===== config.mk =====
export PLATFORM = sky130hd
export DESIGN_NAME = project_select_ctrl
export DESIGN_NICKNAME = d
export VERILOG_FILES = /design/src/rtl/project_select_pkg.sv /design/src/rtl/project_select_regs.sv /design/src/rtl/project_select_ctrl.sv
export SDC_FILE = /design/constraint.sdc
export NUM_CORES = 1
export LEC_CHECK = 0
export BUFFER_PORTS_ARGS = -buffer_cell sky130_fd_sc_hd__buf_2
export CAP_MARGIN = 20
export CORE_ASPECT_RATIO = 1.75
export CORE_MARGIN = 2
export CORE_UTILIZATION = 46
export CTS_BUF_LIST = sky130_fd_sc_hd__clkbuf_16
export CTS_CLUSTER_DIAMETER = 40
export CTS_CLUSTER_SIZE = 8
export DETAILED_ROUTE_END_ITERATION = 12
export PLACE_DENSITY = 0.86
export SLEW_MARGIN = 20
export SYNTH_ARGS = -nofsm -noshare
export SYNTH_HDL_FRONTEND = slang
export SYNTH_SLANG_ARGS = --single-unit

===== constraint.sdc =====
create_clock -name wb_clk_i -period 2.8 [get_ports wb_clk_i]
set_clock_uncertainty 0.05 [all_clocks]
set_input_delay 0.56 -clock wb_clk_i [delete_from_list [all_inputs] [get_ports wb_clk_i]]
set_output_delay 0.56 -clock wb_clk_i [all_outputs]
set_load 0.005 [all_outputs]

===== src/rtl/project_select_pkg.sv =====
// project_select_pkg
//   Shared definitions for the multi-project select controller:
//   register offsets inside the 256-byte Wishbone window, STATUS/CTRL
//   field positions, the sequencing state encoding and a byte-lane
//   merge helper used for Wishbone writes.
package project_select_pkg;

  localparam logic [7:0] CTRL_OFS   = 8'h00;
  localparam logic [7:0] STATUS_OFS = 8'h04;
  localparam logic [7:0] GUARD_OFS  = 8'h08;

  localparam int EN_BIT   = 31;
  localparam int BUSY_BIT = 8;
  localparam int ACT_BIT  = 9;
  localparam int ERR_BIT  = 10;
  localparam int OVR_BIT  = 11;

  typedef enum logic [1:0] {
    OFF   = 2'd0,
    GUARD = 2'd1,
    ON    = 2'd2
  } state_e;

  // Replace only the byte lanes whose select bit is set.
  function automatic logic [31:0] byte_merge(input logic [31:0] old_val,
                                             input logic [31:0] wdat,
                                             input logic [3:0]  sel);
    logic [31:0] res;
    res = old_val;
    for (int b = 0; b < 4; b++) begin
      if (sel[b]) res[b*8 +: 8] = wdat[b*8 +: 8];
    end
    return res;
  endfunction

endpackage


===== src/rtl/project_select_regs.sv =====
// project_select_regs
//   Wishbone slave front end for project_select_ctrl: address decode,
//   registered single-cycle ack, registered readback and CTRL/GUARD
//   storage. A CTRL write produces a one-cycle ctrl_wr pulse in the ack
//   cycle; ctrl_en/ctrl_idx always reflect the stored CTRL contents, so
//   during the pulse they carry the value just written.
// Ports:
//   clk, rst            clock, synchronous active-high reset
//   stb, cyc, we, sel   Wishbone request qualifiers
//   adr, dat_i          byte address, write data
//   status_i            live STATUS word from the sequencer
//   ack, dat_o          registered acknowledge and read data
//   ctrl_wr             one-cycle pulse in the ack cycle of a CTRL write
//   ctrl_en, ctrl_idx   stored CTRL fields
//   guard               stored guard interval G
module project_select_regs
  import project_select_pkg::*;
#(
  parameter logic [31:0] BASE_ADDR = 32'h3000_0000,
  parameter logic [7:0]  GUARD_RST = 8'd4
) (
  input  logic        clk,
  input  logic        rst,
  input  logic        stb,
  input  logic        cyc,
  input  logic        we,
  input  logic [3:0]  sel,
  input  logic [31:0] adr,
  input  logic [31:0] dat_i,
  input  logic [31:0] status_i,
  output logic        ack,
  output logic [31:0] dat_o,
  output logic        ctrl_wr,
  output logic        ctrl_en,
  output logic [7:0]  ctrl_idx,
  output logic [7:0]  guard
);

  logic        ack_q,     ack_d;
  logic [31:0] dat_o_q,   dat_o_d;
  logic        ctrl_wr_q, ctrl_wr_d;
  logic [31:0] ctrl_q,    ctrl_d;
  logic [7:0]  guard_q,   guard_d;
  logic        hit;
  logic        accept;
  logic [7:0]  ofs;

  always_comb begin
    hit       = stb & cyc & (adr[31:8] == BASE_ADDR[31:8]);
    // While ack is high the request is not taken again; the master sees
    // an ack every other cycle for back-to-back strobes.
    accept    = hit & ~ack_q;
    ofs       = adr[7:0];
    ack_d     = accept;
    dat_o_d   = '0;
    ctrl_wr_d = 1'b0;
    ctrl_d    = ctrl_q;
    guard_d   = guard_q;
    if (accept) begin
      if (we) begin
        case (ofs)
          CTRL_OFS: begin
            ctrl_d    = byte_merge(ctrl_q, dat_i, sel);
            ctrl_wr_d = 1'b1;
          end
          GUARD_OFS: begin
            if (sel[0]) guard_d = dat_i[7:0];
          end
          default: ;
        endcase
      end else begin
        case (ofs)
          CTRL_OFS:   dat_o_d = ctrl_q;
          STATUS_OFS: dat_o_d = status_i;
          GUARD_OFS:  dat_o_d = {24'd0, guard_q};
          default:    dat_o_d = '0;
        endcase
      end
    end
  end

  always_ff @(posedge clk) begin
    if (rst) begin
      ack_q     <= 1'b0;
      dat_o_q   <= '0;
      ctrl_wr_q <= 1'b0;
      ctrl_q    <= '0;
      guard_q   <= GUARD_RST;
    end else begin
      ack_q     <= ack_d;
      dat_o_q   <= dat_o_d;
      ctrl_wr_q <= ctrl_wr_d;
      ctrl_q    <= ctrl_d;
      guard_q   <= guard_d;
    end
  end

  assign ack      = ack_q;
  assign dat_o    = dat_o_q;
  assign ctrl_wr  = ctrl_wr_q;
  assign ctrl_en  = ctrl_q[EN_BIT];
  assign ctrl_idx = ctrl_q[7:0];
  assign guard    = guard_q;

endmodule


===== src/rtl/project_select_ctrl.sv =====
// project_select_ctrl
//   Sequences the per-project `active` enables of the multi-project
//   harness so that at most one wrapped project drives the shared buses.
//   Switching is break-before-make: enables drop, a programmable guard
//   interval of G+1 cycles elapses, then the new project is enabled.
//   Optional build macro PROJECT_SELECT_LA_OVERRIDE_EN adds a logic
//   analyzer override of the selection (la_data_in/la_oen ports).
// Ports:
//   wb_clk_i, wb_rst_i    clock, synchronous active-high reset
//   wbs_*                 Wishbone slave (256-byte window at BASE_ADDR)
//   la_data_in, la_oen    override inputs (only with the macro defined)
//   active                one-hot or zero enable per project
//   proj_rst              per-project reset, ~active
//   busy                  high while the guard interval runs
module project_select_ctrl
  import project_select_pkg::*;
#(
  parameter int          NUM_PROJECTS = 8,
  parameter logic [31:0] BASE_ADDR    = 32'h3000_0000,
  parameter logic [7:0]  GUARD_RST    = 8'd4,
  parameter int          IDX_W        = (NUM_PROJECTS > 1) ? $clog2(NUM_PROJECTS) : 1
) (
  input  logic                    wb_clk_i,
  input  logic                    wb_rst_i,
  input  logic                    wbs_stb_i,
  input  logic                    wbs_cyc_i,
  input  logic                    wbs_we_i,
  input  logic [3:0]              wbs_sel_i,
  input  logic [31:0]             wbs_dat_i,
  input  logic [31:0]             wbs_adr_i,
`ifdef PROJECT_SELECT_LA_OVERRIDE_EN
  input  logic [31:0]             la_data_in,
  input  logic [31:0]             la_oen,
`endif
  output logic                    wbs_ack_o,
  output logic [31:0]             wbs_dat_o,
  output logic [NUM_PROJECTS-1:0] active,
  output logic [NUM_PROJECTS-1:0] proj_rst,
  output logic                    busy
);

  localparam logic [NUM_PROJECTS-1:0] ONE_HOT0 = NUM_PROJECTS'(1);
  localparam logic [8:0]              NP9      = 9'(NUM_PROJECTS);

  state_e                  state_q,    state_d;
  logic [7:0]              cnt_q,      cnt_d;
  logic [IDX_W-1:0]        cur_idx_q,  cur_idx_d;
  logic [IDX_W-1:0]        pend_idx_q, pend_idx_d;
  logic                    err_q,      err_d;
  logic [NUM_PROJECTS-1:0] active_q,   active_d;
  logic [NUM_PROJECTS-1:0] proj_rst_q, proj_rst_d;

  logic        ctrl_wr;
  logic        ctrl_en;
  logic [7:0]  ctrl_idx;
  logic [7:0]  guard;
  logic [31:0] status;
  logic        ovr_flag;

  // Selected request for this cycle (CTRL write or override event).
  logic        ap;
  logic        ap_en;
  logic [7:0]  ap_idx;

  project_select_regs #(
    .BASE_ADDR (BASE_ADDR),
    .GUARD_RST (GUARD_RST)
  ) u_regs (
    .clk      (wb_clk_i),
    .rst      (wb_rst_i),
    .stb      (wbs_stb_i),
    .cyc      (wbs_cyc_i),
    .we       (wbs_we_i),
    .sel      (wbs_sel_i),
    .adr      (wbs_adr_i),
    .dat_i    (wbs_dat_i),
    .status_i (status),
    .ack      (wbs_ack_o),
    .dat_o    (wbs_dat_o),
    .ctrl_wr  (ctrl_wr),
    .ctrl_en  (ctrl_en),
    .ctrl_idx (ctrl_idx),
    .guard    (guard)
  );

`ifdef PROJECT_SELECT_LA_OVERRIDE_EN
  logic       ovr_q,     ovr_d;
  logic       tgt_en_q,  tgt_en_d;
  logic [7:0] tgt_idx_q, tgt_idx_d;
  logic       unused_la;

  assign unused_la = ^{la_data_in[29:0], la_oen[30:0]};

  // While the override holds, every change of the LA target behaves like
  // a CTRL write; on release the stored CTRL value is re-applied.
  always_comb begin
    ovr_d     = ~la_oen[31] & la_data_in[31];
    tgt_en_d  = la_data_in[30];
    tgt_idx_d = '0;
    tgt_idx_d[IDX_W-1:0] = la_data_in[IDX_W-1:0];
    ap        = 1'b0;
    ap_en     = 1'b0;
    ap_idx    = '0;
    if (ovr_d) begin
      if (!ovr_q || (tgt_en_d != tgt_en_q) || (tgt_idx_d != tgt_idx_q)) begin
        ap     = 1'b1;
        ap_en  = tgt_en_d;
        ap_idx = tgt_idx_d;
      end
    end else if (ovr_q) begin
      ap     = 1'b1;
      ap_en  = ctrl_en;
      ap_idx = ctrl_idx;
    end else begin
      ap     = ctrl_wr;
      ap_en  = ctrl_en;
      ap_idx = ctrl_idx;
    end
  end

  always_ff @(posedge wb_clk_i) begin
    if (wb_rst_i) begin
      ovr_q     <= 1'b0;
      tgt_en_q  <= 1'b0;
      tgt_idx_q <= '0;
    end else begin
      ovr_q     <= ovr_d;
      tgt_en_q  <= tgt_en_d;
      tgt_idx_q <= tgt_idx_d;
    end
  end

  assign ovr_flag = ovr_q;
`else
  always_comb begin
    ap     = ctrl_wr;
    ap_en  = ctrl_en;
    ap_idx = ctrl_idx;
  end

  assign ovr_flag = 1'b0;
`endif

  always_comb begin
    state_d    = state_q;
    cnt_d      = cnt_q;
    cur_idx_d  = cur_idx_q;
    pend_idx_d = pend_idx_q;
    err_d      = err_q;

    if (state_q == GUARD) begin
      if (cnt_q == 8'd0) begin
        state_d   = ON;
        cur_idx_d = pend_idx_q;
      end else begin
        cnt_d = cnt_q - 8'd1;
      end
    end

    // A request overrides the guard countdown decided above.
    if (ap) begin
      if ({1'b0, ap_idx} >= NP9) begin
        err_d = 1'b1;
      end else begin
        err_d = 1'b0;
        if (!ap_en) begin
          state_d = OFF;
        end else if (!((state_q == ON) && (ap_idx[IDX_W-1:0] == cur_idx_q))) begin
          state_d    = GUARD;
          cnt_d      = guard;
          pend_idx_d = ap_idx[IDX_W-1:0];
        end
      end
    end

    // Enables are registered from the next state so they change together
    // with the state, never overlapping an old and a new project.
    active_d   = (state_d == ON) ? (ONE_HOT0 << cur_idx_d) : '0;
    proj_rst_d = ~active_d;
  end

  always_ff @(posedge wb_clk_i) begin
    if (wb_rst_i) begin
      state_q    <= OFF;
      cnt_q      <= '0;
      cur_idx_q  <= '0;
      pend_idx_q <= '0;
      err_q      <= 1'b0;
      active_q   <= '0;
      proj_rst_q <= '1;
    end else begin
      state_q    <= state_d;
      cnt_q      <= cnt_d;
      cur_idx_q  <= cur_idx_d;
      pend_idx_q <= pend_idx_d;
      err_q      <= err_d;
      active_q   <= active_d;
      proj_rst_q <= proj_rst_d;
    end
  end

  always_comb begin
    status                 = '0;
    status[IDX_W-1:0]      = cur_idx_q;
    status[BUSY_BIT]       = (state_q == GUARD);
    status[ACT_BIT]        = |active_q;
    status[ERR_BIT]        = err_q;
    status[OVR_BIT]        = ovr_flag;
  end

  assign active   = active_q;
  assign proj_rst = proj_rst_q;
  assign busy     = (state_q == GUARD);

endmodule


=== Word level (Yosys, flattened, before mapping) ===
Cells that the tools add are included.

* Output and inout bits: 50
* Word-level logic and storage cells: 64
* Register bits: 107
* Input port bits: 73

* $add $sub $neg: 1
* $lt $le $gt $ge: 1
* Equal/unequal tests: 7
* Reduce and logical (&&, ||, !) cells: 12
* Muxes and demuxes: 18
* Shift operators: 1
* Bitwise operators: 9

{| class="wikitable"
|+ Operator list
! kind !! count
|-
| 32-bit one-hot mux with 3 select lines || 1
|-
| 8-bit two-way mux || 7
|-
| 24-bit by 22-bit equality test with 1-bit output, second input constant || 1
|-
| 4-bit AND reduction || 6
|-
| 8-bit logical NOT || 2
|-
| 2-bit two-way mux || 6
|-
| 8-bit by 3-bit equality test with 1-bit output, second input constant || 1
|-
| 8-bit by 4-bit equality test with 1-bit output, second input constant || 1
|-
| 8-bit by 4-bit >= comparator with 1-bit output, second input constant || 1
|-
| 8-bit inverter || 1
|-
| 8-bit OR reduction || 1
|-
| 1-bit by 3-bit << shifter with 8-bit output, first input constant || 1
|-
| 8-bit by 1-bit subtractor with 8-bit output, second input constant || 1
|-
| 3-bit two-way mux || 2
|-
| 3-bit OR reduction || 2
|-
| 1-bit inverter || 5
|-
| 2-bit equality test, second input constant || 2
|-
| 1-bit bitwise AND || 3
|-
| 3-bit equality test || 1
|-
| 2-bit by 1-bit equality test with 1-bit output, second input constant || 1
|-
| 1-bit two-way mux || 2
|-
| 1-bit logical AND || 1
|}

=== Logic depth before layout (Yosys ltp) ===
* Depth in word-level cells: 10
* Depth in mapped cells: 8
* Gate-level depth less buffers: 7

=== By module ===
A second synthesis with hierarchy kept.

* Cell total of the unflattened synthesis: 526
* Area total of the unflattened synthesis: 4904.7 µm²

{| class="wikitable"
|+ By module, submodules not included
! module !! cells each !! area each (µm²) !! instances
|-
| project_select_regs || 363 || 3444.6 || 1
|-
| project_select_ctrl || 163 || 1460.2 || 1
|}

=== Worst setup path after synthesis ===
No wires, ideal clock.

* Kind: input port to flip-flop
* Start: in wbs_adr_i[8]
* End: reg u_regs.guard_q[2] (netlist: u_regs.guard[2])
* Data required time: 2.633 ns
* Data arrival time: 2.598 ns
* Cell stages on the path: 6
* Slack: 0.035 ns
* Cells stage by stage: or4_4 -> or4_4 -> buf_6 -> nor4_4 -> mux2i_1 -> nand2b_1

* Longest elaborated chain between the ends: 4

{| class="wikitable"
|+ Ends and longest elaborated chain
! item !! line !! text
|-
| start: declaration || project_select_ctrl.sv:30 || <nowiki>input logic [31:0] wbs_adr_i,</nowiki>
|-
| 24-bit by 22-bit equality test with 1-bit output || project_select_regs.sv:49 || <nowiki>hit = stb & cyc & (adr[31:8] == BASE_ADDR[31:8]);</nowiki>
|-
| 1-bit bitwise AND || project_select_regs.sv:49 ||
|-
| 1-bit bitwise AND || project_select_regs.sv:52 || <nowiki>accept = hit & ~ack_q;</nowiki>
|-
| 4-bit AND reduction (no source line) || n/a ||
|-
| end signal: assignment || project_select_regs.sv:94 || <nowiki>guard_q <= guard_d;</nowiki>
|-
| end: declaration || project_select_regs.sv:43 || <nowiki>logic [7:0] guard_q, guard_d;</nowiki>
|}

No other way between the ends.
A chain may end at the register's enable or synchronous reset.

=== Final worst setup path ===
* Start: in wbs_adr_i[5]
* End: reg u_regs.dat_o_q[22] (netlist: u_regs.dat_o[22])

* Longest elaborated chain between the ends: 2
* Elaborated cells between the ends (all ways): 4

{| class="wikitable"
|+ Ends and longest elaborated chain
! item !! line !! text
|-
| 8-bit by 4-bit equality test with 1-bit output (tied with other cells) || project_select_regs.sv:72 || <nowiki>case (ofs)</nowiki>
|-
| 32-bit one-hot mux with 3 select lines * || project_select_regs.sv:72 ||
|-
| end signal: assignment || project_select_regs.sv:91 || <nowiki>dat_o_q <= dat_o_d;</nowiki>
|-
| end: declaration || project_select_regs.sv:40 || <nowiki>logic [31:0] dat_o_q, dat_o_d;</nowiki>
|}

Every way passes the cells marked *; elsewhere a longest branch is shown, timed or not.

==> metrics.txt <==
Tcrit/Tclk final=87.7%; synthesis-to-layout area growth=23.4%; Worst-path clk slew=0.07 ns; Synth Warn #=0; Syn Std Cell Area=4290 um2; Clk pwr share=42.5%; Flop pwr share=53.6%; Mean Syn Cell Area=9.54 um2; Syn Nets=524; drt wl/cell=14.4 um; TritonRoute pass-1 iters=4; Worst Setup Path Type=in -> reg; Die Ht=132 um; asr flop ratio synth=0%; ranking of synthesized cells by area=dfxtp_1 (50%), mux2i_1 (7.0%), nand3b_1 (4.7%), nand2b_1 (4.7%), nor2_1 (3.8%); internal power=2200 uW; Ports=123; CTS tree=done; routed vias=3,574; initial core utilization=47.2%; hold_buf cts=0; Die W=77.0 um; critical path arrival=2.70 ns; flops & latches, synth=107; Resized cells post-CTS=0; Leak=0.00218 uW; I/O Buffers=122; total CTS buffers=9; Setup TNS=0 ns; CP startpoint kind=input port; antenna diode count=0; initial antenna violation count=0; top-area cell type share of the netlist area=49.9%; fill cell count=821; Die ar.=10,100 um2; clk root buf=clkbuf_16; largest net degree at the start of global routing=61; RSZ-0062 raised after global routing=no; maxcap violations=0; worst slew pin tran=0.761 ns; Worst EP required=3.04 ns; peak supply drop=0.000339 V; number of core rows=46; final setup violation count=0; vias in the first global route=3,584; Worst-Skew Late Latency=0.35 ns; PwrDens=535 nW/um2; EDFF count, synth=0; NetSw=636 uW; hpwl dp=7.40 mm; Hold Crit Class=reg -> reg; initial DRC count=168; nature of the critical path endpoint=flip-flop; H-tree depth=3; Post-CTS Setup Bufs=0; remaining global-route overflow=0; Final Max Slew Viols=0; Yosys cell types=47; max_slew headroom=49.2%; clk buf depth=2; core area=9090 um2; DRC Markers=0; minimum clock period=2.46 ns; area leader, netlist=dfxtp_1; commonest cells in the synthesized netlist=dfxtp_1 (107), nor2_1 (44), nand2b_1 (32), mux2i_1 (30); most frequent cell after synthesis=dfxtp_1; combinational cell fraction of total power=3.9%; overall routing resource usage=19.9%; Routed WL=9.96 mm; Final GP Congestion=0.853; Detail Route Antenna Nets=0; first-pass GRT wire length=16.2 mm; nets=643; sw frac=22.4%; Max Clock Freq=0.407 GHz; Max Fanout on Critical Path=21; status=finished, final reports clean; CTS Sinks=107; Seq/Total Area, Yosys=49.9%; ys flop type=dfxtp_1; Vias/cell=5.16; Mapped Cells=450; Overall Power=2840 uW; layout cells sized above 1=27.4%; Fin. Hold Viols=0
==> critical path, cell delays in order <==
cell,delay (ns)
buf_2,0.10
or4_1,0.55
or4_1,0.56
nor3_1,0.27
nor4b_2,0.24
buf_4,0.25
and2_1,0.15
==> per-stage QoR <==
stage	hold slack (ns)	cells	setup slack, ns	instance area [um2]	util [%]
6_report	0.408	693	0.344	5300	58.3
5_1_grt	0.416	693	0.109	5300	58.3
4_1_cts	0.405	693	0.323	5300	58.3
3_5_place_dp	0.392	678	-0.0373	5010	55.1
3_3_place_gp	0.386	678	0.0819	5010	55.1
2_1_floorplan	0.380	450	0.0349	4290	-
==> power by group through the flow <==
stage	Clock (uW)	Sequential (uW)	Combinational, uW
3_3_place_gp	0	1560	109
4_1_cts	1220	1520	112
2_1_floorplan	0	1560	56.1
5_1_grt	1280	1520	122
6_report	1200	1520	112
3_5_place_dp	0	1560	111
==> per-layer routing <==
metal / GRT usage, % / up-vias / wire length [um]
met5: 0 / - / 0
met1: 20.8 / 1643 / 3700
met3: 3.15 / 19 / 430
li1: - / 1797 / -
met4: 8.93 / 0 / 268
met2: 38.1 / 115 / 5550
==> cells in the final DEF, fill, tap and decap left out, types with 3 or more instances in the layout <==
cell type,instances
a211oi_1,7
nor2_1,44
buf_2,122
buf_4,10
nand2_1,26
and3_1,4
inv_1,6
and3b_1,4
nor3_1,12
and2_0,3
nand4_1,5
clkbuf_16,9
nand3b_1,27
o21ai_0,27
nor2b_1,4
or3_1,3
or4_1,6
and2_1,22
mux2i_1,30
nand2b_1,32
nand3_1,8
a21oi_1,12
a31oi_1,3
nor4_1,7
dfxtp_1,107
xnor2_1,5
==> path summary, 6_finish.rpt <==
kind | startpoint | endpoint | slack (ns) | depth (start not counted)
max | wbs_adr_i[5] | u_regs.dat_o[22] | 0.34 | 7
min | u_regs.ctrl_q[30] | u_regs.dat_o[30] | 0.41 | 1
max reg2reg | u_regs.ack | u_regs.dat_o[22] | 0.49 | 6
min reg2reg | u_regs.ctrl_q[30] | u_regs.dat_o[30] | 0.41 | 1
==> layout make-up <==
| type | instances | area (um2) | area share (%) |
|---|---|---|---|
| Multi-Input combinational cell | 311 | 1970 | 37.2 |
| Timing Repair Buffer | 134 | 726 | 13.7 |
| Clock inverter | 6 | 61.3 | 1.16 |
| Sequential cell | 107 | 2140 | 40.4 |
| Clock buffer | 9 | 225 | 4.25 |
| Inverter | 6 | 22.5 | 0.425 |
| Tap cell | 120 | 150 | 2.83 |
==> flip-flops by register name, indices dropped and copies added, names as in the netlist, 2 cells and up <==
| register | cells |
|---|---|
| u_regs.ctrl_q | 32 |
| u_regs.dat_o | 32 |
| active | 8 |
| cnt_q | 8 |
| proj_rst | 8 |
| u_regs.guard | 8 |
| cur_idx_q | 3 |
| pend_idx_q | 3 |
| state_q | 2 |
==> cell families after synthesis <==
kind of cell | Yosys count | share of synthesized area [%]
buffers and inverters | 32 | 4.17
AND/OR/NAND/NOR | 216 | 29.4
AO/OA/AOI/OAI | 58 | 7.96
flip-flops | 107 | 49.9
XOR/XNOR | 6 | 1.22
adder cells (fa/ha/maj) | 1 | 0.291
multiplexers | 30 | 7.00
Note: power is estimated with default switching activity, not from simulation.
